--- src/rtl/inst_fetch_queue_pkg.sv ---
// Shared definitions for the fetch-ahead instruction queue: FSM encoding and
// default bus widths.
package if_pkg;
    typedef enum logic {
        IF_IDLE     = 1'b0,
        IF_WAIT_MEM = 1'b1
    } if_state_t;

    localparam int DEF_INST_WIDTH = 32;
    localparam int DEF_ADDR_WIDTH = 32;
    localparam int INST_BYTES     = 4;
endpackage

--- src/rtl/inst_fetch_queue_if.sv ---
// Cache-side request/response and decode-side valid/ready bundle. master is
// the fetch unit; slave is the cache/decode environment around it.
interface inst_fetch_queue_if
    import if_pkg::*;
#(
    parameter int INST_WIDTH = DEF_INST_WIDTH,
    parameter int ADDR_WIDTH = DEF_ADDR_WIDTH
);
    logic                  inst_cache_read_valid;
    logic [ADDR_WIDTH-1:0] inst_cache_read_addr;
    logic                  inst_cache_read_done;
    logic [INST_WIDTH-1:0] inst_cache_read_data;
    logic                  inst_decode_valid;
    logic                  inst_decode_ready;
    logic [INST_WIDTH-1:0] inst_decode_data;
    logic [ADDR_WIDTH-1:0] inst_decode_pc;

    modport master (
        output inst_cache_read_valid, inst_cache_read_addr,
        input  inst_cache_read_done, inst_cache_read_data,
        output inst_decode_valid, inst_decode_data, inst_decode_pc,
        input  inst_decode_ready
    );

    modport slave (
        input  inst_cache_read_valid, inst_cache_read_addr,
        output inst_cache_read_done, inst_cache_read_data,
        input  inst_decode_valid, inst_decode_data, inst_decode_pc,
        output inst_decode_ready
    );
endinterface

--- src/rtl/inst_fetch_queue_queue.sv ---
// Synchronous FIFO holding {pc, instruction} entries; flush drops everything
// by snapping head to tail.
module inst_queue
    import if_pkg::*;
#(
    parameter int DEPTH = 4,
    parameter int WIDTH = DEF_INST_WIDTH + DEF_ADDR_WIDTH,
    localparam int PW   = $clog2(DEPTH)
) (
    input  logic             clk,
    input  logic             rst,
    input  logic             push,
    input  logic             pop,
    input  logic             flush,
    input  logic [WIDTH-1:0] push_data,
    output logic [PW:0]      count,
    output logic [WIDTH-1:0] head_data
);
    logic [WIDTH-1:0] mem [DEPTH];
    logic [PW-1:0]    head, tail;

    // Storage is cleared on reset so the head reads zero before any push.
    always_ff @(posedge clk or negedge rst) begin
        if (!rst) begin
            head  <= '0;
            tail  <= '0;
            count <= '0;
            for (int i = 0; i < DEPTH; i++) mem[i] <= '0;
        end else if (flush) begin
            head  <= tail;
            count <= '0;
        end else begin
            if (push) begin
                mem[tail] <= push_data;
                tail      <= tail + 1'b1;
            end
            if (pop) head <= head + 1'b1;
            count <= count + (PW+1)'(push) - (PW+1)'(pop);
        end
    end

    assign head_data = mem[head];
endmodule

--- src/rtl/inst_fetch_queue.sv ---
// Fetch-ahead unit: one outstanding cache request, PC-tagged instruction queue
// toward decode, and redirect handling that flushes and squashes in-flight data.
module inst_fetch_queue
    import if_pkg::*;
#(
    parameter int                    INST_WIDTH  = DEF_INST_WIDTH,
    parameter int                    ADDR_WIDTH  = DEF_ADDR_WIDTH,
    parameter int                    QUEUE_DEPTH = 4,
    parameter logic [ADDR_WIDTH-1:0] RESET_PC    = '0
) (
    input  logic                  clk,
    input  logic                  rst,
    input  logic                  rdy,
    input  logic                  redirect_valid,
    input  logic [ADDR_WIDTH-1:0] redirect_pc,
    inst_fetch_queue_if.master    bus
);
    localparam int CW = $clog2(QUEUE_DEPTH) + 1;
    localparam int EW = INST_WIDTH + ADDR_WIDTH;

    if_state_t             state;
    logic [ADDR_WIDTH-1:0] fetch_pc, req_addr;
    logic                  discard;
    logic [CW-1:0]         count;
    logic [EW-1:0]         head;
    logic                  issue, push, pop, flush, done;

    assign done  = bus.inst_cache_read_done;
    // rst gates the strobe so no request escapes while reset is asserted.
    assign issue = rst && rdy && (state == IF_IDLE) && !redirect_valid &&
                   (count < CW'(QUEUE_DEPTH));
    assign push  = rdy && (state == IF_WAIT_MEM) && done && !discard && !redirect_valid;
    assign pop   = rdy && bus.inst_decode_valid && bus.inst_decode_ready;
    assign flush = rdy && redirect_valid;

    always_ff @(posedge clk or negedge rst) begin
        if (!rst) begin
            state    <= IF_IDLE;
            fetch_pc <= RESET_PC;
            req_addr <= RESET_PC;
            discard  <= 1'b0;
        end else if (rdy) begin
            if (redirect_valid) begin
                fetch_pc <= redirect_pc & ~ADDR_WIDTH'(INST_BYTES - 1);
                if (state == IF_WAIT_MEM) begin
                    if (done) begin
                        state   <= IF_IDLE;
                        discard <= 1'b0;
                    end else begin
                        discard <= 1'b1;
                    end
                end
            end else begin
                case (state)
                    IF_IDLE: if (issue) begin
                        state    <= IF_WAIT_MEM;
                        req_addr <= fetch_pc;
                    end
                    IF_WAIT_MEM: if (done) begin
                        state   <= IF_IDLE;
                        discard <= 1'b0;
                        if (!discard) fetch_pc <= fetch_pc + ADDR_WIDTH'(INST_BYTES);
                    end
                endcase
            end
        end
    end

    inst_queue #(.DEPTH(QUEUE_DEPTH), .WIDTH(EW)) u_queue (
        .clk       (clk),
        .rst       (rst),
        .push      (push),
        .pop       (pop),
        .flush     (flush),
        .push_data ({fetch_pc, bus.inst_cache_read_data}),
        .count     (count),
        .head_data (head)
    );

    // Address stays on the outstanding request even if a redirect moves fetch_pc.
    assign bus.inst_cache_read_valid = issue;
    assign bus.inst_cache_read_addr  = (state == IF_WAIT_MEM) ? req_addr : fetch_pc;
    assign bus.inst_decode_valid     = (count != '0);
    assign bus.inst_decode_pc        = head[EW-1:INST_WIDTH];
    assign bus.inst_decode_data      = head[INST_WIDTH-1:0];
endmodule

--- src/flat_wrapper.sv ---
// flat-port wrapper written by rule: the top's interface ports become plain ports
module inst_fetch_queue_flat import if_pkg::*;
#(
    parameter int                    INST_WIDTH  = DEF_INST_WIDTH,
    parameter int                    ADDR_WIDTH  = DEF_ADDR_WIDTH,
    parameter int                    QUEUE_DEPTH = 4,
    parameter logic [ADDR_WIDTH-1:0] RESET_PC    = '0
)
  (clk, rst, rdy, redirect_valid, redirect_pc, bus_inst_cache_read_valid, bus_inst_cache_read_addr, bus_inst_cache_read_done, bus_inst_cache_read_data, bus_inst_decode_valid, bus_inst_decode_data, bus_inst_decode_pc, bus_inst_decode_ready);
  inst_fetch_queue_if #(.INST_WIDTH(INST_WIDTH), .ADDR_WIDTH(ADDR_WIDTH)) bus_i ();
  input  logic clk;
  input  logic rst;
  input  logic rdy;
  input  logic redirect_valid;
  input  logic [ADDR_WIDTH-1:0] redirect_pc;
  output wire logic [$bits(bus_i.inst_cache_read_valid)-1:0] bus_inst_cache_read_valid;
  output wire logic [$bits(bus_i.inst_cache_read_addr)-1:0] bus_inst_cache_read_addr;
  input wire logic [$bits(bus_i.inst_cache_read_done)-1:0] bus_inst_cache_read_done;
  input wire logic [$bits(bus_i.inst_cache_read_data)-1:0] bus_inst_cache_read_data;
  output wire logic [$bits(bus_i.inst_decode_valid)-1:0] bus_inst_decode_valid;
  output wire logic [$bits(bus_i.inst_decode_data)-1:0] bus_inst_decode_data;
  output wire logic [$bits(bus_i.inst_decode_pc)-1:0] bus_inst_decode_pc;
  input wire logic [$bits(bus_i.inst_decode_ready)-1:0] bus_inst_decode_ready;
  assign bus_inst_cache_read_valid = bus_i.inst_cache_read_valid;
  assign bus_inst_cache_read_addr = bus_i.inst_cache_read_addr;
  assign bus_i.inst_cache_read_done = bus_inst_cache_read_done;
  assign bus_i.inst_cache_read_data = bus_inst_cache_read_data;
  assign bus_inst_decode_valid = bus_i.inst_decode_valid;
  assign bus_inst_decode_data = bus_i.inst_decode_data;
  assign bus_inst_decode_pc = bus_i.inst_decode_pc;
  assign bus_i.inst_decode_ready = bus_inst_decode_ready;
  inst_fetch_queue #(.INST_WIDTH(INST_WIDTH), .ADDR_WIDTH(ADDR_WIDTH), .QUEUE_DEPTH(QUEUE_DEPTH), .RESET_PC(RESET_PC)) u_core (.clk(clk), .rst(rst), .rdy(rdy), .redirect_valid(redirect_valid), .redirect_pc(redirect_pc), .bus(bus_i));
endmodule
--- config.mk ---
export PLATFORM = sky130hd
export DESIGN_NAME = inst_fetch_queue_flat
export DESIGN_NICKNAME = d
export VERILOG_FILES = /design/src/rtl/inst_fetch_queue_pkg.sv /design/src/rtl/inst_fetch_queue_if.sv /design/src/rtl/inst_fetch_queue_queue.sv /design/src/rtl/inst_fetch_queue.sv /design/src/flat_wrapper.sv
export SDC_FILE = /design/constraint.sdc
export NUM_CORES = 1
export LEC_CHECK = 0
export CAP_MARGIN = 20
export CORE_ASPECT_RATIO = 0.7
export CORE_UTILIZATION = 43
export CTS_BUF_LIST = sky130_fd_sc_hd__clkbuf_2 sky130_fd_sc_hd__clkbuf_4 sky130_fd_sc_hd__clkbuf_8
export DETAILED_ROUTE_END_ITERATION = 12
export GPL_TIMING_DRIVEN = 0
export HOLD_SLACK_MARGIN = 0.12
export PLACE_DENSITY = 0.72
export SLEW_MARGIN = 0
export SYNTH_ARGS = -nofsm -noshare
export SYNTH_HDL_FRONTEND = slang
export SYNTH_HIERARCHICAL = 1
export SYNTH_SLANG_ARGS = --single-unit
export TNS_END_PERCENT = 10
--- constraint.sdc ---
create_clock -name clk -period 5.05 [get_ports clk]
set_clock_uncertainty 0.2 [all_clocks]
set_input_delay 0.7575 -clock clk [delete_from_list [all_inputs] [get_ports clk]]
set_output_delay 0.7575 -clock clk [all_outputs]
set_load 0.01 [all_outputs]
## Word level (Yosys, flattened, before mapping)

Index checks and enable logic that the tools add are counted.

- Register bits: 329
- Input bits: 70
- Output and inout port bits: 98
- Word-level logic and storage cells: 71

- Add/sub/neg operators: 5
- $lt $le $gt $ge: 4
- Equal/unequal tests: 1
- Mux-type cells: 23
- Bitwise logic cells: 5
- Reduce and logical (&&, ||, !) cells: 22

Operators with widths:

| operator | number |
|---|---|
| 256-bit bitwise mux | 1 |
| 64-bit two-way mux | 3 |
| 32-bit two-way mux | 5 |
| 64-bit binary-select mux with 2-bit select | 1 |
| 64-bit demux with 2-bit select | 1 |
| 32-bit by 3-bit adder with 32-bit output (second input constant) | 1 |
| 1-bit logical AND | 12 |
| 1-bit two-way mux | 8 |
| 4-bit AND reduction | 2 |
| 3-bit greater-or-equal comparator (second input constant) | 2 |
| 2-bit NOT with 3-bit output | 2 |
| 2-bit nonzero test | 3 |
| 2-bit by 1-bit adder with 2-bit output (second input constant) | 2 |
| 2-bit two-way mux | 2 |
| 3-bit by 1-bit adder with 3-bit output | 1 |
| 3-bit by 1-bit less-than comparator with 1-bit output (second input constant) | 1 |
| 3-bit less-than comparator (second input constant) | 1 |
| 3-bit two-way mux | 1 |
| 1-bit NOT | 3 |
| 3-bit AND reduction | 1 |
| 3-bit nonzero test | 1 |
| 3-bit by 1-bit subtractor with 3-bit output | 1 |
| 1-bit logical NOT | 2 |
| 2-bit != test (second input constant) | 1 |
| 2 further kinds | 2 |

## Depth between registers and ports, before layout

- Word-level depth: 7
- Mapped depth: 10
- Mapped depth without buffers: 10

## By module

The synthesis kept the hierarchy.

By module, submodules not included:

| module | instances | cells an instance | area an instance (µm²) | sequential area each (µm²) |
|---|---|---|---|---|
| inst_queue | 1 | 657 | 12766.0 | 6581.3 |
| inst_fetch_queue | 1 | 365 | 3613.5 | 1551.5 |

## Worst setup path after synthesis

OpenSTA, ideal clock, no wires.

- Path kind: input to register
- From: in rdy
- To: reg u_core.u_queue.count[2]
- Setup time: 0.115 ns
- Arrival: 2.493 ns
- Data required time: 4.735 ns
- Path slack: 2.242 ns
- Stages: 10
- Path buffers: 1
- Cells stage by stage: clkbuf_1 > and3_1 > inv_1 > ha_1 > inv_1 > ha_1 > inv_1 > fa_1 > xnor3_1 > nor2_1

- Cells in the longest elaborated chain, start to end: 7
- Elaborated cells on any way between the ends: 10
- Classes of those cells: 2 x add/sub; 1 x mux; 7 x reduce/logical

Ends and longest elaborated chain:

| item | RTL line | RTL |
|---|---|---|
| start, declared | flat_wrapper.sv:13 | `input logic rdy;` |
| 1-bit logical AND (4 in series) | inst_fetch_queue.sv:32 | `assign push = rdy && (state == IF_WAIT_MEM) && done && !discard && !redirect_valid;` |
| net u_core.push | inst_fetch_queue.sv:26 | `logic issue, push, pop, flush, done;` |
| 3-bit by 1-bit adder with 3-bit output | inst_fetch_queue_queue.sv:38 | `count <= count + (PW+1)'(push) - (PW+1)'(pop);` |
| 3-bit by 1-bit subtractor with 3-bit output | inst_fetch_queue_queue.sv:38 |  |
| 3-bit two-way mux | inst_fetch_queue_queue.sv:29 | `end else if (flush) begin` |
| end signal, assigned | inst_fetch_queue_queue.sv:38 |  |
| end, declared | inst_fetch_queue_queue.sv:16 | `output logic [PW:0] count,` |

The timed path passes the listed nets, and every way through them passes these cells.
A chain may end at the register's enable or synchronous reset.

## Final worst setup path

- From: in rst
- To: out bus_inst_cache_read_valid

- Cells in the longest elaborated chain, start to end: 4

Ends and longest elaborated chain:

| item | RTL line | RTL |
|---|---|---|
| start, declared | flat_wrapper.sv:12 | `input logic rst;` |
| 1-bit logical AND (4 in series) | inst_fetch_queue.sv:30 | `assign issue = rst && rdy && (state == IF_IDLE) && !redirect_valid &&` |
| end, declared | flat_wrapper.sv:16 | `output wire logic [$bits(bus_i.inst_cache_read_valid)-1:0] bus_inst_cache_read_valid;` |

No other way between the ends.

==> impl_results.md <==
* Post-synth top flop: dfrtp_1
* Final WL at a little under 40 mm
* Dpl hpwl at 26.1 mm
* Layout cells sized above 1 at 42.8%
* Period utilisation layout at 93.0%
* Post-CTS setup buffer count at 0
* CTS root buf: clkbuf_8
* P_leak at 9.76 nW
* Ys async rst share at 100%
* Max Clk Rate at 213 MHz
* Pins Over Slew Limit at 0
* YS warnings at 6
* Power Dens Cells at 467 nW/µm²
* Setup WS pre-CTS at 59.9 ps
* Commonest cells after routing, fill and taps aside: dfrtp_1 (325), mux2_4 (240), clkdlybuf4s50_1 (162)
* Hold Vio Cnt, Final at 0
* Post-synth EDFFs at 0
* CTS buffer count at between 50 and 60
* Cell area after synthesis at 16400 µm²
* Netlist cell types at 64
* Vias per cell at 5.46
* Global placement routability congestion at 0.823
* Clock-pin slew on the worst setup and hold paths at 60 ps
* Worst setup SP type: primary input
* IO Pins at 168
* Final Critical Period at approximately 4700 ps
* Ant diodes at 0
* Setup-failing EPs final at 0
* DRT antenna net count at 0
* Initial antenna violation count at 1
* Clk_lat worst skew at between 500 and 600 ps
* CP Capture Type: output pin
* WHS at 290 ps
* Unrepaired setup endpoints after global routing: false
* Max FO, Critical Path at roughly 120
* Cells after Synth at slightly above 1000
* Port bufs at 163
* Area growth syn-to-layout at 22.1%
* Seq/Total Area, Yosys at 49.7%
* Die height at 165 µm
* Worst IR Drop VDD at 0.215 mV
* Critical setup path kind: in -> out
* CTS tree: yes
* Largest net degree at the start of global routing at 118
* Hold Startpoint: u_core/req_addr[19]
* Final instance area at 20000 µm²
* Initial Util at 43.9%
* CTS max path bufs at 3
* Core area at 37400 µm²
* Final worst setup slack at 352 ps
* Std-Cell Rows at 59
* Initial DRC count at ~800
* Vias in the first global route at ~10000
* Dpl cells at ~1700
* Final Non-Filler Cells at 1781
* Full die area at 38900 µm²
* WP data required at 4090 ps
* Grt ovf at 0
* First-pass GRT wire length at roughly 62 mm
* Worst-Margin Slew at 779 ps
* Worst r2r src: u_core/state
* DR vias at 9724
* CTS H-Tree Depth at 2
* Outcome: completed
* Sink Count at 325
* Post-synthesis register bit count at 325
* Worst Hold Class: reg -> reg
* Syn avg cell area at ~16 µm²
* Nets at 1330
* Maxcap violations at 0
* Worst setup path start: rst
* DRC Markers at 0
* Crit path DAT at 3740 ps
* DP Area at 18700 µm²
* Commonest non-fill, non-tap cell in the layout: dfrtp_1
* Slew headroom at 48.0%
* GRT Util Overall at 20.6%
* Die W at 235 µm
* DR WL/cell at roughly 22 µm
* Drt first pass iters at 4
==> sequential cells by signal, summed over array words and instances (netlist names) <==
name                  flops
u_core/fetch_pc          30
u_core/discard            1
u_core/u_queue/count      3
u_core/u_queue/tail       2
u_core/state              1
u_core/req_addr          30
u_core/u_queue/mem      256
u_core/u_queue/head       2
==> metrics by stage <==
step	power [mW]	utilization [%]	setup TNS, ps
after global routing	9.81	53.5	0
after CTS	9.43	53.5	0
final	9.35	53.5	0
after global placement	6.70	49.9	-3881640
after floorplan	5.48	-	0
after detailed placement	6.77	50.1	0
==> area by class of cell <==
cell class / count / area [µm²]
repair buffers: 168 / 1750
flip-flops and latches: 325 / 8130
well taps: 488 / 611
clock buffers: 78 / 998
clock inverters: 16 / 215
inverters: 12 / 45.0
multi-input cells: 620 / 7410
plain buffers: 74 / 830
fillers: 2996 / 17400
==> synth_stat cells, drive strengths merged (6+ instances only) <==
| library cell | count | area share, % |
|---|---|---|
| nand3 | 16 | 0.49 |
| o21ai | 30 | 0.92 |
| clkbuf | 10 | 0.23 |
| nor3 | 18 | 0.61 |
| a211oi | 8 | 0.37 |
| ha | 7 | 0.53 |
| dfrtp | 325 | 50 |
| o22ai | 12 | 0.46 |
| nand2 | 30 | 0.70 |
| nand4 | 9 | 0.47 |
| and3 | 12 | 0.46 |
| nor2 | 16 | 0.37 |
| a31oi | 6 | 0.23 |
| a21oi | 23 | 0.70 |
| buf | 64 | 4.8 |
| inv | 12 | 0.27 |
| mux4 | 64 | 8.8 |
| mux2 | 312 | 27 |
==> worst max-delay path, stage by stage <==
cell	delay [ps]
dlygate4sd3_1	560
buf_8	130
buf_16	400
buf_16	330
and4_1	240
clkbuf_1	230
buf_2	340
clkdlybuf4s50_1	600
==> layer usage <==
| metal | share of wire [%] | global-route usage [%] |
|---|---|---|
| met1 | 48 | 30.4 |
| met2 | 44 | 30.8 |
| met3 | 5.9 | 4.19 |
| met4 | 2.2 | 5.73 |
| met5 | 0 | 0 |
==> timing repair <==
item,4_1_cts,5_1_grt
endpoints found under the setup margin,0,1
endpoints found under the hold margin,96,0
gates resized for setup,0,0
hold buffers,2,0
==> worst paths after layout <==
| check | slack (ps) | depth (start not counted) | endpoint |
|---|---|---|---|
| worst max-delay path | 350 | 8 | bus_inst_cache_read_valid |
| worst min-delay path | 290 | 1 | u_core/req_addr[19] |
| min in group asynchronous | 570 | 3 | u_core/u_queue/mem[205] |
| worst max register to register | 2360 | 10 | u_core/u_queue/count[2] |
| worst min register to register | 290 | 1 | u_core/req_addr[19] |
| max in group asynchronous | 3160 | 4 | u_core/u_queue/mem[177] |
==> report_power, final <==
group | internal [mW] | switching [mW]
logic | 1.91 | 1.19
clock network | 1.52 | 1.10
registers | 3.19 | 0.440
total | 6.62 | 2.72
==> cell families after synthesis <==
| family | count (synthesis) | share of synthesized area [%] |
|---|---|---|
| compound gates | 92 | 3.35 |
| xor+xnor | 3 | 0.244 |
| fa+ha+maj | 8 | 0.657 |
| buf+inv | 86 | 5.34 |
| flops | 325 | 49.7 |
| mux | 380 | 36.0 |
| other cells | 1 | 0.0229 |
| simple gates | 127 | 4.74 |
Note: power is estimated with default switching activity, not from simulation.
